File: src/rtl/hilo_muldiv.sv
// hilo_muldiv: multi-cycle MULT/MULTU/DIV/DIVU unit that owns the HI/LO registers.
// One iteration per cycle (shift-add multiply, restoring divide), then a sign-fix
// cycle that writes HI/LO and pulses done. Divide by zero skips the iterations.
module hilo_muldiv #(
    parameter int WIDTH = 32,
    parameter int CNT_W = 5
) (
    input  logic             clk,
    input  logic             reset,
    input  logic             start,
    input  logic [1:0]       op,
    input  logic [WIDTH-1:0] rs_data,
    input  logic [WIDTH-1:0] rt_data,
    input  logic             mthi,
    input  logic             mtlo,
    output logic             busy,
    output logic             done,
    output logic [WIDTH-1:0] hi,
    output logic [WIDTH-1:0] lo
);

    typedef enum logic [1:0] {
        IDLE = 2'd0,
        RUN  = 2'd1,
        FIX  = 2'd2
    } state_t;

    state_t             state_r;
    logic               is_div_r;
    logic               div_zero_r;
    logic               sign_q_r;
    logic               sign_rem_r;
    logic [CNT_W-1:0]   cnt_r;
    logic [WIDTH-1:0]   opd_r;       // multiplicand or divisor magnitude
    logic [WIDTH:0]     acc_hi_r;    // product upper half / partial remainder
    logic [WIDTH-1:0]   acc_lo_r;    // multiplier bits / dividend-quotient bits
    logic [WIDTH-1:0]   hi_r;
    logic [WIDTH-1:0]   lo_r;
    logic               done_r;
    logic               busy_r;

    logic [WIDTH:0]     mul_sum_s;
    logic [WIDTH:0]     div_shift_s;
    logic               div_ge_s;
    logic [WIDTH:0]     next_hi_s;
    logic [WIDTH-1:0]   next_lo_s;
    logic [2*WIDTH-1:0] prod_s;
    logic [WIDTH-1:0]   fix_hi_s;
    logic [WIDTH-1:0]   fix_lo_s;

    logic               sign_a_s;
    logic               sign_b_s;
    logic [WIDTH-1:0]   mag_a_s;
    logic [WIDTH-1:0]   mag_b_s;

    // Two's-complement negation of a WIDTH-bit value.
    function automatic logic [WIDTH-1:0] neg_w(input logic [WIDTH-1:0] x);
        return ~x + {{(WIDTH-1){1'b0}}, 1'b1};
    endfunction

    // Magnitude of an operand, honouring signedness.
    function automatic logic [WIDTH-1:0] mag_w(input logic [WIDTH-1:0] x, input logic neg);
        return neg ? neg_w(x) : x;
    endfunction

    // Operand signs and magnitudes; op[0]==0 selects the signed variants.
    always_comb begin
        sign_a_s = rs_data[WIDTH-1] & ~op[0];
        sign_b_s = rt_data[WIDTH-1] & ~op[0];
        mag_a_s  = mag_w(rs_data, sign_a_s);
        mag_b_s  = mag_w(rt_data, sign_b_s);
    end

    // One multiply or divide iteration, plus the sign-corrected final results.
    always_comb begin
        mul_sum_s   = {1'b0, acc_hi_r[WIDTH-1:0]}
                    + (acc_lo_r[0] ? {1'b0, opd_r} : {(WIDTH+1){1'b0}});
        div_shift_s = {acc_hi_r[WIDTH-1:0], acc_lo_r[WIDTH-1]};
        div_ge_s    = (div_shift_s >= {1'b0, opd_r});
        if (is_div_r) begin
            next_hi_s = div_ge_s ? (div_shift_s - {1'b0, opd_r}) : div_shift_s;
            next_lo_s = {acc_lo_r[WIDTH-2:0], div_ge_s};
        end else begin
            next_hi_s = {1'b0, mul_sum_s[WIDTH:1]};
            next_lo_s = {mul_sum_s[0], acc_lo_r[WIDTH-1:1]};
        end

        prod_s = {acc_hi_r[WIDTH-1:0], acc_lo_r};
        if (sign_q_r && !is_div_r) begin
            prod_s = ~prod_s + {{(2*WIDTH-1){1'b0}}, 1'b1};
        end else begin
            prod_s = prod_s;
        end

        if (div_zero_r) begin
            fix_hi_s = acc_hi_r[WIDTH-1:0];
            fix_lo_s = acc_lo_r;
        end else if (is_div_r) begin
            fix_hi_s = sign_rem_r ? neg_w(acc_hi_r[WIDTH-1:0]) : acc_hi_r[WIDTH-1:0];
            fix_lo_s = sign_q_r ? neg_w(acc_lo_r) : acc_lo_r;
        end else begin
            fix_hi_s = prod_s[2*WIDTH-1:WIDTH];
            fix_lo_s = prod_s[WIDTH-1:0];
        end
    end

    // Control FSM with datapath registers and registered HI/LO/busy/done.
    always_ff @(posedge clk or posedge reset) begin
        if (reset) begin
            state_r    <= IDLE;
            is_div_r   <= 1'b0;
            div_zero_r <= 1'b0;
            sign_q_r   <= 1'b0;
            sign_rem_r <= 1'b0;
            cnt_r      <= {CNT_W{1'b0}};
            opd_r      <= {WIDTH{1'b0}};
            acc_hi_r   <= {(WIDTH+1){1'b0}};
            acc_lo_r   <= {WIDTH{1'b0}};
            hi_r       <= {WIDTH{1'b0}};
            lo_r       <= {WIDTH{1'b0}};
            done_r     <= 1'b0;
            busy_r     <= 1'b0;
        end else begin
            case (state_r)
                IDLE: begin
                    done_r <= 1'b0;
                    if (start) begin
                        busy_r     <= 1'b1;
                        is_div_r   <= op[1];
                        sign_q_r   <= sign_a_s ^ sign_b_s;
                        sign_rem_r <= sign_a_s;
                        cnt_r      <= {CNT_W{1'b0}};
                        if (op[1] && (rt_data == {WIDTH{1'b0}})) begin
                            div_zero_r <= 1'b1;
                            acc_hi_r   <= {1'b0, rs_data};
                            acc_lo_r   <= {WIDTH{1'b1}};
                            state_r    <= FIX;
                        end else begin
                            div_zero_r <= 1'b0;
                            acc_hi_r   <= {(WIDTH+1){1'b0}};
                            opd_r      <= op[1] ? mag_b_s : mag_a_s;
                            acc_lo_r   <= op[1] ? mag_a_s : mag_b_s;
                            state_r    <= RUN;
                        end
                    end else begin
                        if (mthi) begin
                            hi_r <= rs_data;
                        end
                        if (mtlo) begin
                            lo_r <= rs_data;
                        end
                    end
                end
                RUN: begin
                    acc_hi_r <= next_hi_s;
                    acc_lo_r <= next_lo_s;
                    cnt_r    <= cnt_r + {{(CNT_W-1){1'b0}}, 1'b1};
                    if (cnt_r == CNT_W'(WIDTH-1)) begin
                        state_r <= FIX;
                    end
                end
                FIX: begin
                    hi_r    <= fix_hi_s;
                    lo_r    <= fix_lo_s;
                    done_r  <= 1'b1;
                    busy_r  <= 1'b0;
                    state_r <= IDLE;
                end
                default: begin
                    state_r <= IDLE;
                    busy_r  <= 1'b0;
                    done_r  <= 1'b0;
                end
            endcase
        end
    end

    assign busy = busy_r;
    assign done = done_r;
    assign hi   = hi_r;
    assign lo   = lo_r;

endmodule

File: config.mk
export PLATFORM = sky130hd
export DESIGN_NAME = hilo_muldiv
export DESIGN_NICKNAME = d
export VERILOG_FILES = /design/src/rtl/hilo_muldiv.sv
export SDC_FILE = /design/constraint.sdc
export NUM_CORES = 1
export LEC_CHECK = 0
export CAP_MARGIN = 20
export CORE_UTILIZATION = 60
export CTS_BUF_LIST = sky130_fd_sc_hd__clkbuf_4
export DETAILED_ROUTE_END_ITERATION = 10
export HOLD_SLACK_MARGIN = 0.15
export PLACE_DENSITY = 0.83
export SLEW_MARGIN = 20
export SYNTH_ARGS = -nofsm -noshare
export SYNTH_HDL_FRONTEND = slang
export SYNTH_SLANG_ARGS = --single-unit
File: constraint.sdc
create_clock -name clk -period 10.45 [get_ports clk]
set_clock_uncertainty 0.1 [all_clocks]
set_input_delay 3.135 -clock clk [delete_from_list [all_inputs] [get_ports clk]]
set_output_delay 3.135 -clock clk [all_outputs]
set_load 0.01 [all_outputs]
**Yosys cells after proc, flatten, opt, wreduce, memory -nomap -nowiden**

Cells that the tools add are included.

- Logic and storage cells: 92
- Flip-flop bits (word level): 173

- Magnitude comparators: 1
- Bitwise operators: 11
- Reductions and logical operators: 14
- Muxes and demuxes: 37
- Equality and inequality tests: 8
- $add $sub $neg: 8

Operators with widths:

| kind | number |
|---|---|
| $mux W32 | 22 |
| $pmux W32 S2 | 4 |
| $add A32 B1 Y32 const B | 4 |
| $not A32 Y32 | 4 |
| $add A64 B1 Y64 const B | 1 |
| $mux W64 | 1 |
| $not A64 Y64 | 1 |
| $add A32 B32 Y33 | 1 |
| $ge A33 B32 Y1 | 1 |
| $logic_not A32 Y1 | 1 |
| $sub A32 B32 Y32 | 1 |
| $ne A2 B2 Y1 const B | 5 |
| $pmux W5 S2 | 1 |
| $reduce_and A3 Y1 | 3 |
| $reduce_and A2 Y1 | 4 |
| $mux W2 | 3 |
| $add A5 B1 Y5 const B | 1 |
| $eq A5 B5 Y1 const B | 1 |
| $mux W5 | 1 |
| $pmux W1 S2 | 2 |
| $pmux W2 S2 | 1 |
| $reduce_bool A2 Y1 | 2 |
| $not A1 Y1 | 3 |
| $and A1 B1 Y1 | 2 |
| other kinds (7) | 9 |

**Longest topological paths before layout**

- Word-level depth: 7
- Mapped depth: 14
- Depth with buffers taken out: 13

**Worst setup path after synthesis**

No wires, ideal clock.

- Kind: input -> register
- Start: input rs_data[0]
- End: register opd_r[26]
- Path buffers: 0
- Arrival time: 5.262 ns
- Setup time: 0.084 ns
- Stages on the path: 11
- Setup slack: 5.004 ns
- Path through: inv_1 -> ha_1 -> nand2b_1 -> or4_1 -> nor4_2 -> nand2_1 -> nor3_1 -> nor2_1 -> xnor2_1 -> mux2_2 -> o21ai_0

- Word-level cells in the longest chain between the ends: 4

Ends and longest elaborated chain:

| element | RTL line | text |
|---|---|---|
| from (decl) | 12 | `input logic [WIDTH-1:0] rs_data,` |
| $not A32 Y32 | 58 | `return ~x + {{(WIDTH-1){1'b0}}, 1'b1};` |
| $add A32 B1 Y32 | 58 |  |
| $mux W32 | 63 | `return neg ? neg_w(x) : x;` |
| $mux W32 | 141 | `opd_r <= op[1] ? mag_b_s : mag_a_s;` |
| to (signal assigned) | 116 | `opd_r <= {WIDTH{1'b0}};` |
| to (signal assigned) | 141 |  |
| to (decl) | 34 | `logic [WIDTH-1:0] opd_r;` |

No other way between the ends.
A chain may end at the register's enable or synchronous reset.

**Final worst setup path**

- Start: input rt_data[19]
- End: register acc_hi_r[30]

- Word-level cells in the longest chain between the ends: 5

Ends and longest elaborated chain:

| element | RTL line | text |
|---|---|---|
| from (decl) | 13 | `input logic [WIDTH-1:0] rt_data,` |
| $logic_not A32 Y1 | 133 | `if (op[1] && (rt_data == {WIDTH{1'b0}})) begin` |
| $logic_and A1 B1 Y1 | 133 |  |
| $mux W32 | 133 |  |
| $mux W32 | 127 | `if (start) begin` |
| $pmux W32 S2 | 124 | `case (state_r)` |
| to (signal assigned) | 117 | `acc_hi_r <= {(WIDTH+1){1'b0}};` |
| to (signal assigned) | 135 | `acc_hi_r <= {1'b0, rs_data};` |
| to (signal assigned) | 140 | `acc_hi_r <= {(WIDTH+1){1'b0}};` |
| to (decl) | 35 | `logic [WIDTH:0] acc_hi_r;` |

No other way between the ends. The select of a mux whose other input is x is not followed.

==> flow_metrics.env <==
export IMPL_status="finished clean"
export IMPL_clk_latency_ns=0.63
export IMPL_grt_usage_pct=43.2
export IMPL_ys_async_sr_fraction_pct=100
export IMPL_required_ns=10.90
export IMPL_path_max_fanout=11
export IMPL_p_total_mw=6.48
export IMPL_synth_edf_count=0
export IMPL_final_common_cell="o21ai_0"
export IMPL_drive_above_1_share_pct=7.05
export IMPL_ys_warnings_count=0
export IMPL_synth_avg_cell_area_um2=7.84
export IMPL_start_kind="primary input"
export IMPL_placed_area_mm2=0.0169
export IMPL_place_gp_congestion=0.998
export IMPL_yosys_cell_types_count=97
export IMPL_hold_worst_slack_ns=0.407
export IMPL_fin_crit_sh_pct=64.1
export IMPL_drt_wl_total_um=57300
export IMPL_htreeDepth=4
export IMPL_yosysTopAreaCellShare_pct=27.9
export IMPL_die_h_um=163
export IMPL_antenna_found_initial=2
export IMPL_drtAntennaViolNets=0
export IMPL_rsz0062_at_grt="no"
export IMPL_max_freq_ghz=0.149
export IMPL_final_nets=2159
export IMPL_finalSetupTns_ns=0
export IMPL_synth_seq_cells=173
export IMPL_place_hpwl_um=42200
export IMPL_die_width_um=163
export IMPL_fin_crit_ns=6.69
export IMPL_remaining_drc_errors=0
export IMPL_area_growth_pct=11.1
export IMPL_cts_tree="built"
export IMPL_worstMarginPinSlew_ns=1.10
export IMPL_cts_root_buf="clkbuf_4"
export IMPL_first_iter_violations=2382
export IMPL_synth_nets=2123
export IMPL_arrival_ns=7.14
export IMPL_cp_end_kind="flip-flop"
export IMPL_io_pins=137
export IMPL_vias=16500
export IMPL_power_leakage_nw=7.05
export IMPL_post_cts_buffers=0
export IMPL_grt_max_degree=111
export IMPL_cts_clk_slew_worst_paths_ns=0.17
export IMPL_overflow=0
export IMPL_synth_area_mm2=0.0155
export IMPL_holdPathStages=2
export IMPL_setup_viol=0
export IMPL_hold_viol=0
export IMPL_grt_pass1_wl_um=87500
export IMPL_cts_sinks=173
export IMPL_finalInstanceArea_mm2=0.0172
export IMPL_io_buffer_count=136
export IMPL_powerDensity_mw_per_mm2=376
export IMPL_clockBufferDepth=2
export IMPL_max_slew_margin_rel_pct=26.4
export IMPL_wire_per_inst_um=24.2
export IMPL_vias_per_cell=6.97
export IMPL_postSynthCellCount=1980
export IMPL_grt_pass1_vias=15100
export IMPL_yosysTopAreaCell="dfrtp_1"
export IMPL_numCtsBuffers=17
export IMPL_fp_row_count=58
export IMPL_cap_violations=0
export IMPL_cts_resized=0
export IMPL_core_mm2=0.0253
export IMPL_seq_area_frac_synth_pct=27.9
export IMPL_dr_pass1_iters=6
export IMPL_cts_hold_buffers=0
export IMPL_layout_cells_non_filler=2363
export IMPL_hp_class="flip-flop to flip-flop"
export IMPL_die_area_mm2=0.0265
export IMPL_ir_worst_vdd_mv=0.224
export IMPL_rr_worst_depth=11
export IMPL_final_cell_mix="o21ai_0, nand2_1, nor2_1"
export IMPL_slew_viol_final=0
export IMPL_dp_cells=2327
export IMPL_synth_main_ff_cell="dfrtp_1"
export IMPL_start_util_pct=61.5
export IMPL_critPathKind="primary input to flip-flop"
export IMPL_synthTopCellsByArea="dfrtp_1, o21ai_0, a21oi_1"
-- routing by layer --
layer / up-vias / global-route usage, % / share of wire, %
met5: - / 0 / 0.024
met4: 2 / 22.9 / 5.9
met3: 212 / 7.51 / 9.7
met2: 1053 / 65.9 / 44
met1: 7890 / 58.3 / 40
li1: 7311 / - / -
-- final cells by class --
cell class                      instances  area [um^2]
Antenna cell                            4         10.0
Fill cell                            2159         8020
Inverter                               58          223
Sequential cell                       173         4330
Timing Repair Buffer                  155         1500
Multi-Input combinational cell       1611        10500
Tap cell                              330          413
Clock buffer                           17          128
Clock inverter                         15          175
-- cells in the mapped netlist (10+ instances only) --
cell type,n
dfrtp_1,173
a21oi_1,183
a22oi_1,58
xnor2_1,84
o22ai_1,27
ha_1,70
o21ai_0,201
a21o_1,27
o21a_1,14
nor4_1,23
mux2_2,31
a221oi_1,12
and3_1,18
o31ai_1,21
or3_1,12
nand4_1,20
nand2_1,197
o21ai_1,10
clkbuf_1,114
nand3_1,30
mux2i_1,38
nor2_1,187
nor3_1,34
xor2_1,77
and2_1,11
a211oi_1,16
a31oi_1,16
nand2b_1,18
inv_1,55
nor2b_1,16
-- state kept, by name, summed over array words and instances (netlist names), 2 cells and up --
signal / cells
cnt_r: 5
acc_hi_r: 32
state_r: 2
hi: 32
lo: 32
acc_lo_r: 32
opd_r: 32
-- cell families (layout without fill, tap and decap cells) --
logic type / Yosys count / count (layout) / synth area share [%]
compound gates: 690 / 690 / 28.0
xor+xnor: 161 / 161 / 9.09
fa+ha+maj: 72 / 72 / 5.90
mux: 69 / 69 / 4.70
simple gates: 619 / 619 / 19.4
buf+inv: 196 / 245 / 5.02
other cells: 0 / 4 / 0
flops: 173 / 173 / 27.9
-- metrics by stage --
| stage | utilization, % | setup WS, ns |
|---|---|---|
| 6_report | 68.2 | 3.76 |
| 3_5_place_dp | 67.0 | 3.28 |
| 5_1_grt | 68.2 | 3.66 |
| 4_1_cts | 68.2 | 3.92 |
| 3_3_place_gp | 67.0 | 3.51 |
| 2_1_floorplan | - | 2.53 |
-- critical path, cell delays in order --
cell and delay, ns:
clkdlybuf4s50_1 0.47, or4_1 0.60, nor4_1 0.40, nor2b_1 0.43, nand3_2 0.31, nor2_1 0.93, a31oi_1 0.24, or3_1 0.36
o22a_1 0.19, nand2_1 0.07
-- report_power, final --
group | switching [mW] | leakage (nW) | internal, mW
registers | 0.507 | 2.06 | 1.02
clock network | 0.312 | 0.163 | 0.113
logic | 2.61 | 4.83 | 1.92
-- final timing paths --
path / start / endpoint / slack (ns)
worst max-delay path: rt_data[19] / acc_hi_r[30]$_DFFE_PP0P_ / 3.76
worst min-delay path: opd_r[13]$_DFFE_PP0P_ / opd_r[13]$_DFFE_PP0P_ / 0.41
worst max register to register: acc_hi_r[6]$_DFFE_PP0P_ / acc_hi_r[14]$_DFFE_PP0P_ / 5.74
worst min register to register: opd_r[13]$_DFFE_PP0P_ / opd_r[13]$_DFFE_PP0P_ / 0.41
max in group asynchronous: reset / is_div_r$_DFFE_PP0P_ / 6.16
min in group asynchronous: reset / cnt_r[0]$_DFFE_PP0P_ / 2.77
Power figures use the tool's default switching activity.
